--- src/rtl/dmem_arbiter_pkg.sv ---
// Shared types for the data-memory arbiter: access sizes, arbiter states,
// requester ids and the memory request bundle driven onto the memory port.
package dmem_arb_pkg;

   typedef enum logic [1:0] {
      SZ_NONE = 2'd0,
      SZ_BYTE = 2'd1,
      SZ_HALF = 2'd2,
      SZ_WORD = 2'd3
   } size_e;

   typedef enum logic {
      ARB       = 1'b0,
      DMA_BURST = 1'b1
   } arb_state_e;

   typedef enum logic {
      REQ_CPU = 1'b0,
      REQ_DMA = 1'b1
   } req_id_e;

   typedef struct packed {
      logic [31:0] addr;
      logic [31:0] wdata;
      size_e       write_size;
      size_e       read_size;
      logic        sign_ext;
      logic [31:0] pc;
   } mem_req_t;

   localparam mem_req_t MEM_REQ_IDLE = '0;

   function automatic logic [3:0] sat_inc4(input logic [3:0] v, input logic [3:0] lim);
      return (v < lim) ? v + 4'd1 : lim;
   endfunction

endpackage

--- src/rtl/dmem_arbiter_if.sv ---
// One requester port of the data-memory arbiter: request fields, ready
// handshake and the registered read response.
interface dmem_arbiter_if;

   logic                req_valid;
   logic                req_ready;
   logic [31:0]         addr;
   logic [31:0]         wdata;
   dmem_arb_pkg::size_e write_size;
   dmem_arb_pkg::size_e read_size;
   logic                sign_ext;
   logic [31:0]         pc;
   logic                resp_valid;
   logic [31:0]         rdata;

   modport master (
      output req_valid, addr, wdata, write_size, read_size, sign_ext, pc,
      input  req_ready, resp_valid, rdata
   );

   modport slave (
      input  req_valid, addr, wdata, write_size, read_size, sign_ext, pc,
      output req_ready, resp_valid, rdata
   );

endinterface

--- src/rtl/dmem_arbiter_req_mux.sv ---
// Selects the granted requester's fields onto the memory port; with no grant
// every field is zero so the memory performs no access.
module dmem_arb_req_mux
   import dmem_arb_pkg::*;
(
   input  logic     gnt_vld,
   input  req_id_e  gnt_id,
   input  mem_req_t cpu_req,
   input  mem_req_t dma_req,
   output mem_req_t mem_req
);

   always_comb begin
      mem_req = MEM_REQ_IDLE;
      if (gnt_vld) begin
         if (gnt_id == REQ_CPU) begin
            mem_req = cpu_req;
         end else begin
            // the trace PC only ever belongs to the pipeline
            mem_req    = dma_req;
            mem_req.pc = '0;
         end
      end
   end

endmodule

--- src/rtl/dmem_arbiter.sv ---
// Single-port data-memory arbiter: CPU priority, DMA starvation guard and a
// locked DMA burst mode. Define DMEM_ARB_TRACE_EN for a simulation write trace.
module dmem_arbiter
   import dmem_arb_pkg::*;
#(
   parameter int STARVE_LIMIT = 4,
   parameter int MAX_BURST    = 16
) (
   input  logic        clock,
   input  logic        reset,
   dmem_arbiter_if.slave cpu,
   dmem_arbiter_if.slave dma,
   input  logic        dma_req_last,
   output logic        dma_burst_abort,
   output logic [31:0] mem_addr,
   output logic [31:0] mem_din,
   output size_e       mem_write_size,
   output size_e       mem_read_size,
   output logic        mem_read_sign_extend,
   output logic [31:0] mem_pc,
   input  logic [31:0] mem_dout
);

   localparam int             BW         = $clog2(MAX_BURST + 1);
   localparam logic [3:0]     STARVE_MAX = 4'(STARVE_LIMIT);
   localparam logic [BW-1:0]  BEAT_MAX   = BW'(MAX_BURST);

   arb_state_e    state, state_n;
   logic [3:0]    starve_cnt, starve_n;
   logic [BW-1:0] beat_cnt, beat_n, beat_inc;
   logic          abort_n;
   logic          cpu_rdy, dma_rdy;
   logic          cpu_rd, dma_rd;
   logic          cpu_rv_q, dma_rv_q;
   logic [31:0]   cpu_rd_q, dma_rd_q;
   mem_req_t      cpu_req, dma_req, mem_req;

   assign beat_inc = beat_cnt + BW'(1);

   always_ff @(posedge clock) begin
      if (!reset) begin
         state           <= ARB;
         starve_cnt      <= '0;
         beat_cnt        <= '0;
         dma_burst_abort <= 1'b0;
      end else begin
         state           <= state_n;
         starve_cnt      <= starve_n;
         beat_cnt        <= beat_n;
         dma_burst_abort <= abort_n;
      end
   end

   // Nothing is granted while reset is held, so no write lands during reset.
   always_comb begin
      state_n = state;
      beat_n  = beat_cnt;
      abort_n = 1'b0;
      cpu_rdy = 1'b0;
      dma_rdy = 1'b0;
      if (reset) begin
         case (state)
            ARB: begin
               if (cpu.req_valid && (starve_cnt < STARVE_MAX)) cpu_rdy = 1'b1;
               else                                            dma_rdy = dma.req_valid;
               if (dma_rdy && !dma_req_last) begin
                  state_n = DMA_BURST;
                  beat_n  = BW'(1);
               end
            end
            DMA_BURST: begin
               dma_rdy = dma.req_valid;
               if (dma_rdy) begin
                  if (dma_req_last) begin
                     state_n = ARB;
                     beat_n  = '0;
                  end else if (beat_inc == BEAT_MAX) begin
                     state_n = ARB;
                     beat_n  = '0;
                     abort_n = 1'b1;
                  end else begin
                     beat_n  = beat_inc;
                  end
               end
            end
            default: state_n = ARB;
         endcase
      end
      starve_n = (!dma.req_valid || dma_rdy) ? 4'd0 : sat_inc4(starve_cnt, STARVE_MAX);
   end

   assign cpu.req_ready = cpu_rdy;
   assign dma.req_ready = dma_rdy;

   assign cpu_req = '{addr: cpu.addr, wdata: cpu.wdata, write_size: cpu.write_size,
                      read_size: cpu.read_size, sign_ext: cpu.sign_ext, pc: cpu.pc};
   assign dma_req = '{addr: dma.addr, wdata: dma.wdata, write_size: dma.write_size,
                      read_size: dma.read_size, sign_ext: dma.sign_ext, pc: dma.pc};

   dmem_arb_req_mux u_req_mux (
      .gnt_vld (cpu_rdy || dma_rdy),
      .gnt_id  (cpu_rdy ? REQ_CPU : REQ_DMA),
      .cpu_req (cpu_req),
      .dma_req (dma_req),
      .mem_req (mem_req)
   );

   assign mem_addr             = mem_req.addr;
   assign mem_din              = mem_req.wdata;
   assign mem_write_size       = mem_req.write_size;
   assign mem_read_size        = mem_req.read_size;
   assign mem_read_sign_extend = mem_req.sign_ext;
   assign mem_pc               = mem_req.pc;

   assign cpu_rd = cpu_rdy && (cpu.read_size != SZ_NONE);
   assign dma_rd = dma_rdy && (dma.read_size != SZ_NONE);

   // rdata holds its last value between responses
   always_ff @(posedge clock) begin
      if (!reset) begin
         cpu_rv_q <= 1'b0;
         dma_rv_q <= 1'b0;
         cpu_rd_q <= '0;
         dma_rd_q <= '0;
      end else begin
         cpu_rv_q <= cpu_rd;
         dma_rv_q <= dma_rd;
         if (cpu_rd) cpu_rd_q <= mem_dout;
         if (dma_rd) dma_rd_q <= mem_dout;
      end
   end

   assign cpu.resp_valid = cpu_rv_q;
   assign cpu.rdata      = cpu_rd_q;
   assign dma.resp_valid = dma_rv_q;
   assign dma.rdata      = dma_rd_q;

`ifdef DMEM_ARB_TRACE_EN
   always @(posedge clock) begin
      if (reset && (mem_write_size != SZ_NONE))
         $display("%s @%08h: %08h <= %08h", cpu_rdy ? "C" : "D", mem_pc, mem_addr, mem_din);
      if (reset && abort_n)
         $display("WARNING dmem_arbiter: DMA burst released after %0d beats", MAX_BURST);
   end
`else
   // trace output compiled out
`endif

endmodule

--- src/flat_wrapper.sv ---
// flat-port wrapper written by rule: the top's interface ports become plain ports
module dmem_arbiter_flat import dmem_arb_pkg::*;
#(
   parameter int STARVE_LIMIT = 4,
   parameter int MAX_BURST    = 16
)
  (clock, reset, dma_req_last, dma_burst_abort, mem_addr, mem_din, mem_write_size, mem_read_size, mem_read_sign_extend, mem_pc, mem_dout, cpu_req_valid, cpu_addr, cpu_wdata, cpu_write_size, cpu_read_size, cpu_sign_ext, cpu_pc, cpu_req_ready, cpu_resp_valid, cpu_rdata, dma_req_valid, dma_addr, dma_wdata, dma_write_size, dma_read_size, dma_sign_ext, dma_pc, dma_req_ready, dma_resp_valid, dma_rdata);
  dmem_arbiter_if cpu_i ();
  dmem_arbiter_if dma_i ();
  input  logic clock;
  input  logic reset;
  input  logic dma_req_last;
  output logic dma_burst_abort;
  output logic [31:0] mem_addr;
  output logic [31:0] mem_din;
  output size_e mem_write_size;
  output size_e mem_read_size;
  output logic mem_read_sign_extend;
  output logic [31:0] mem_pc;
  input  logic [31:0] mem_dout;
  input wire logic [$bits(cpu_i.req_valid)-1:0] cpu_req_valid;
  input wire logic [$bits(cpu_i.addr)-1:0] cpu_addr;
  input wire logic [$bits(cpu_i.wdata)-1:0] cpu_wdata;
  input wire logic [$bits(cpu_i.write_size)-1:0] cpu_write_size;
  input wire logic [$bits(cpu_i.read_size)-1:0] cpu_read_size;
  input wire logic [$bits(cpu_i.sign_ext)-1:0] cpu_sign_ext;
  input wire logic [$bits(cpu_i.pc)-1:0] cpu_pc;
  output wire logic [$bits(cpu_i.req_ready)-1:0] cpu_req_ready;
  output wire logic [$bits(cpu_i.resp_valid)-1:0] cpu_resp_valid;
  output wire logic [$bits(cpu_i.rdata)-1:0] cpu_rdata;
  input wire logic [$bits(dma_i.req_valid)-1:0] dma_req_valid;
  input wire logic [$bits(dma_i.addr)-1:0] dma_addr;
  input wire logic [$bits(dma_i.wdata)-1:0] dma_wdata;
  input wire logic [$bits(dma_i.write_size)-1:0] dma_write_size;
  input wire logic [$bits(dma_i.read_size)-1:0] dma_read_size;
  input wire logic [$bits(dma_i.sign_ext)-1:0] dma_sign_ext;
  input wire logic [$bits(dma_i.pc)-1:0] dma_pc;
  output wire logic [$bits(dma_i.req_ready)-1:0] dma_req_ready;
  output wire logic [$bits(dma_i.resp_valid)-1:0] dma_resp_valid;
  output wire logic [$bits(dma_i.rdata)-1:0] dma_rdata;
  assign cpu_i.req_valid = cpu_req_valid;
  assign cpu_i.addr = cpu_addr;
  assign cpu_i.wdata = cpu_wdata;
  assign cpu_i.write_size = cpu_write_size;
  assign cpu_i.read_size = cpu_read_size;
  assign cpu_i.sign_ext = cpu_sign_ext;
  assign cpu_i.pc = cpu_pc;
  assign cpu_req_ready = cpu_i.req_ready;
  assign cpu_resp_valid = cpu_i.resp_valid;
  assign cpu_rdata = cpu_i.rdata;
  assign dma_i.req_valid = dma_req_valid;
  assign dma_i.addr = dma_addr;
  assign dma_i.wdata = dma_wdata;
  assign dma_i.write_size = dma_write_size;
  assign dma_i.read_size = dma_read_size;
  assign dma_i.sign_ext = dma_sign_ext;
  assign dma_i.pc = dma_pc;
  assign dma_req_ready = dma_i.req_ready;
  assign dma_resp_valid = dma_i.resp_valid;
  assign dma_rdata = dma_i.rdata;
  dmem_arbiter #(.STARVE_LIMIT(STARVE_LIMIT), .MAX_BURST(MAX_BURST)) u_core (.clock(clock), .reset(reset), .cpu(cpu_i), .dma(dma_i), .dma_req_last(dma_req_last), .dma_burst_abort(dma_burst_abort), .mem_addr(mem_addr), .mem_din(mem_din), .mem_write_size(mem_write_size), .mem_read_size(mem_read_size), .mem_read_sign_extend(mem_read_sign_extend), .mem_pc(mem_pc), .mem_dout(mem_dout));
endmodule
--- config.mk ---
export PLATFORM = sky130hd
export DESIGN_NAME = dmem_arbiter_flat
export DESIGN_NICKNAME = d
export VERILOG_FILES = /design/src/rtl/dmem_arbiter_pkg.sv /design/src/rtl/dmem_arbiter_if.sv /design/src/rtl/dmem_arbiter_req_mux.sv /design/src/rtl/dmem_arbiter.sv /design/src/flat_wrapper.sv
export SDC_FILE = /design/constraint.sdc
export NUM_CORES = 1
export LEC_CHECK = 0
export CORE_AREA = 2 2 157 159
export CTS_CLUSTER_DIAMETER = 30
export CTS_CLUSTER_SIZE = 25
export DETAILED_ROUTE_END_ITERATION = 10
export DIE_AREA = 0 0 159 161
export GPL_TIMING_DRIVEN = 0
export PLACE_DENSITY = 0.65
export SLEW_MARGIN = 20
export SYNTH_ARGS = -nofsm -noshare
export SYNTH_HDL_FRONTEND = slang
export SYNTH_SLANG_ARGS = --single-unit
--- constraint.sdc ---
create_clock -name clock -period 3.7 [get_ports clock]
set_input_delay 0.37 -clock clock [delete_from_list [all_inputs] [get_ports clock]]
set_output_delay 0.37 -clock clock [all_outputs]
set_load 0.01 [all_outputs]
==> results of run 1 <==
metal layers:
layer / GRT usage / vias to the layer above
met5: 0 / -
met4: 0.0541 / 0
li1: - / 2914
met1: 0.222 / 2706
met2: 0.291 / 245
met3: 0.0521 / 22
power groups by stage:
stage / Clock (W) / Combinational (W) / Sequential [W]
after floorplan: 0 / 0.000242 / 0.000935
after global placement: 0 / 0.000769 / 0.000917
after detailed placement: 0 / 0.000771 / 0.000918
after CTS: 0.000922 / 0.000777 / 0.000901
after global routing: 0.000955 / 0.000827 / 0.000906
final: 0.000887 / 0.000769 / 0.000901
state kept, by name, summed over array words and instances (netlist names):
signal,count
u_core.beat_cnt,5
u_core.cpu.rdata,32
u_core.cpu.resp_valid,1
u_core.dma.rdata,32
u_core.dma.resp_valid,1
u_core.dma_burst_abort,1
u_core.starve_cnt,4
u_core.state,1
cells in the mapped netlist, drive strengths merged, types with 2 or more instances:
master,instances,share of area
clkbuf,28,0.025
a32oi,2,0.0040
nor2,6,0.0088
nand3,105,0.12
inv,2,0.0017
a21boi,71,0.12
dfxtp,77,0.35
nor3,7,0.0090
nand4b,2,0.0040
a21oi,2,0.0023
o21ai,70,0.079
ha,2,0.0057
buf,35,0.053
nor2b,6,0.0085
and3,32,0.045
nand2,170,0.14
through the flow:
step,worst slack [ns],hold slack (ns)
6_report,0.317,0.432
5_1_grt,0.0899,0.454
4_1_cts,0.0695,0.444
3_5_place_dp,0.101,0.434
3_3_place_gp,0.119,0.418
2_1_floorplan,1.88,0.407
kinds of logic after synthesis:
logic type / after synthesis / share of synthesized area
compound gates: 149 / 0.213
other cells: 1 / 0.000847
flops: 77 / 0.348
fa+ha+maj: 2 / 0.00565
simple gates: 332 / 0.352
buf+inv: 65 / 0.0797
layout make-up:
cell class / instances / area, µm²
fillers: 2530 / 15100
repair buffers: 375 / 3750
multi-input cells: 484 / 2530
flip-flops and latches: 77 / 1540
well taps: 324 / 405
plain buffers: 63 / 347
clock buffers: 11 / 233
clock inverters: 5 / 60.1
inverters: 2 / 7.51
diodes: 1 / 2.50
critical path: cells and delay by family:
family	cells	cell delay, ns
AO/OA/AOI/OAI	1	0.30
AND/OR/NAND/NOR	1	0.13
buffers and inverters	4	2.21
worst min path at each step:
| stage | startpoint | endpoint | slack, ns | cells past startpoint |
|---|---|---|---|---|
| 5_1_grt | u_core.starve_cnt[0]$_SDFF_PP0_ | u_core.starve_cnt[0]$_SDFF_PP0_ | 0.45 | 1 |
| 2_1_floorplan | u_core.starve_cnt[0]$_SDFF_PP0_ | u_core.starve_cnt[0]$_SDFF_PP0_ | 0.41 | 1 |
| 3_5_place_dp | u_core.starve_cnt[0]$_SDFF_PP0_ | u_core.starve_cnt[0]$_SDFF_PP0_ | 0.43 | 1 |
| 6_report | u_core.starve_cnt[0]$_SDFF_PP0_ | u_core.starve_cnt[0]$_SDFF_PP0_ | 0.43 | 1 |
| 4_1_cts | u_core.starve_cnt[0]$_SDFF_PP0_ | u_core.starve_cnt[0]$_SDFF_PP0_ | 0.44 | 1 |
| 3_3_place_gp | u_core.starve_cnt[0]$_SDFF_PP0_ | u_core.starve_cnt[0]$_SDFF_PP0_ | 0.42 | 1 |
==> run summary, run 1 <==
placed instance count: 1,325
Most common cell on crit path: clkdlybuf4s50_1
Relative slew margins: 0.542
maximum vdd drop: 242 µV
Peak Freq: 296 MHz
Die H: 161 µm
max-cap violations: 0
Vias/cell: 4.39
LEAKAGE: 3.22 nW
outcome: complete, no violations
Post-CTS Setup Inserts: 0
most frequent cells in the layout: clkdlybuf4s50_1, nand2_1, nand3_1
clk buf depth: 2
critical path peak fanout: 10
final total power: 0.00256 W
Worst-path clk slew: 0.06 ns
Seq pwr share: 0.352
CP startpoint: dma_req_valid
maximum number of pins on one net before global-route repair: 14
critical path's slowest cell: clkdlybuf4s50_1
CTS Sinks: 77
Initial DRT Pass Iterations: 5
Synth cell types: 33
All-Layer GR Usage: 0.176
DR WL met2: 10,900 µm
Slew Limit Fails: 0
TritonCTS clock tree: done
DR DRC count: 0
DRT met1 WL: 10,300 µm
Main synth FF type: dfxtp_1
dpl hpwl: 18,500 µm
Core Box Area: 24,000 µm²
number of hold violations in the final report: 0
Clk Latency, worst-skew pair: 0.34 ns
# setup viols final: 0
mapped cell area: 4430 µm²
PwrDens: 288 nW/µm²
die area: 25,600 µm²
TNS Setup: 0 ns
EDFF count, synth: 0
Critical Path AT: 3.01 ns
htree depth: 3
syn nets: 867
TritonCTS Buffers: 9
measured slew at the worst slew-check pin: 0.687 ns
Seq/Total Area, Yosys: 0.348
Top Ports: 409
via count: 5,887
Logic pwr share: 0.301
FF-to-FF End: u_core.dma.rdata[19]$_SDFFE_PN0P_
antenna viol nets, final: 0
Pint: 0.00184 W
clock network power share: 0.347
Crit Path Class: primary input to primary output
initial antenna violation count: 1
WL per Instance: 17.5 µm
CTS Hold Buffers Added: 0
PostCTS Resize Cnt: 0
Setup crit end kind: primary output
die span in x: 159 µm
reg2reg start: u_core.state$_SDFF_PN0_
minimum clock period: 3.38 ns
Syn Inst Count: 626
Layout Nets: 1,253
YS warnings: 0
DRT iter0 DRCs: 294
GPL Wtd Cong: 0.870
Initial Util: 0.185
Final Util: 0.371
Max stage delay on crit path: 0.63 ns
final instance area: 8880 µm²
R2R setup slack: 1.72 ns
commonest non-fill, non-tap cell in the layout: clkdlybuf4s50_1
port bufs: 375
final period utilization: 0.914
vias in the first global route: 5,943
Post-Place Cell Area: 8590 µm²
CP required: 3.33 ns
area delta synth->final: 101%
remaining global-route overflow: 0
Seq cells post-synth: 77
Reg2Reg Depth: 5
Worst Clk Skew: 0.00511 ns
FP Rows: 57
startpoint class of the critical path: primary input
post-route insts no fill: 1,342
switching share of power: 0.280
WL final: 23,500 µm
Async SR Flop Fraction: 0
RSZ-0062 raised after global routing: no
Avg Inst Size Synth: 7.07 µm²
CP Capture Point: mem_addr[23]
global-route wire length before repair: 35,300 µm
worst path cell trace: clkdlybuf4s50_1 > clkbuf_1 > buf_1 > nand3_1 > a21boi_0 > clkdlybuf4s50_1
net switching power: 0.000716 W
length of routed met3 wiring: 1810 µm
Hold WC Path Type: flop to flop
layout cells sized above 1: 0.0511
root buf cell: clkbuf_16
uppermost routed layer: met4
Note: power is estimated with default switching activity, not from simulation.
==> run 2, diff against run 1 <==
Settings changed: ABC_CLOCK_PERIOD_IN_PS from default to 3700.
==> results of run 2 <==
Final layout, timing and power as in run 1 (identical DEF).
==> run 3, diff against run 2 <==
Settings changed: CTS_CLUSTER_DIAMETER 30 to 50.
==> results of run 3 <==
Final layout, timing and power as in run 1 (identical DEF).
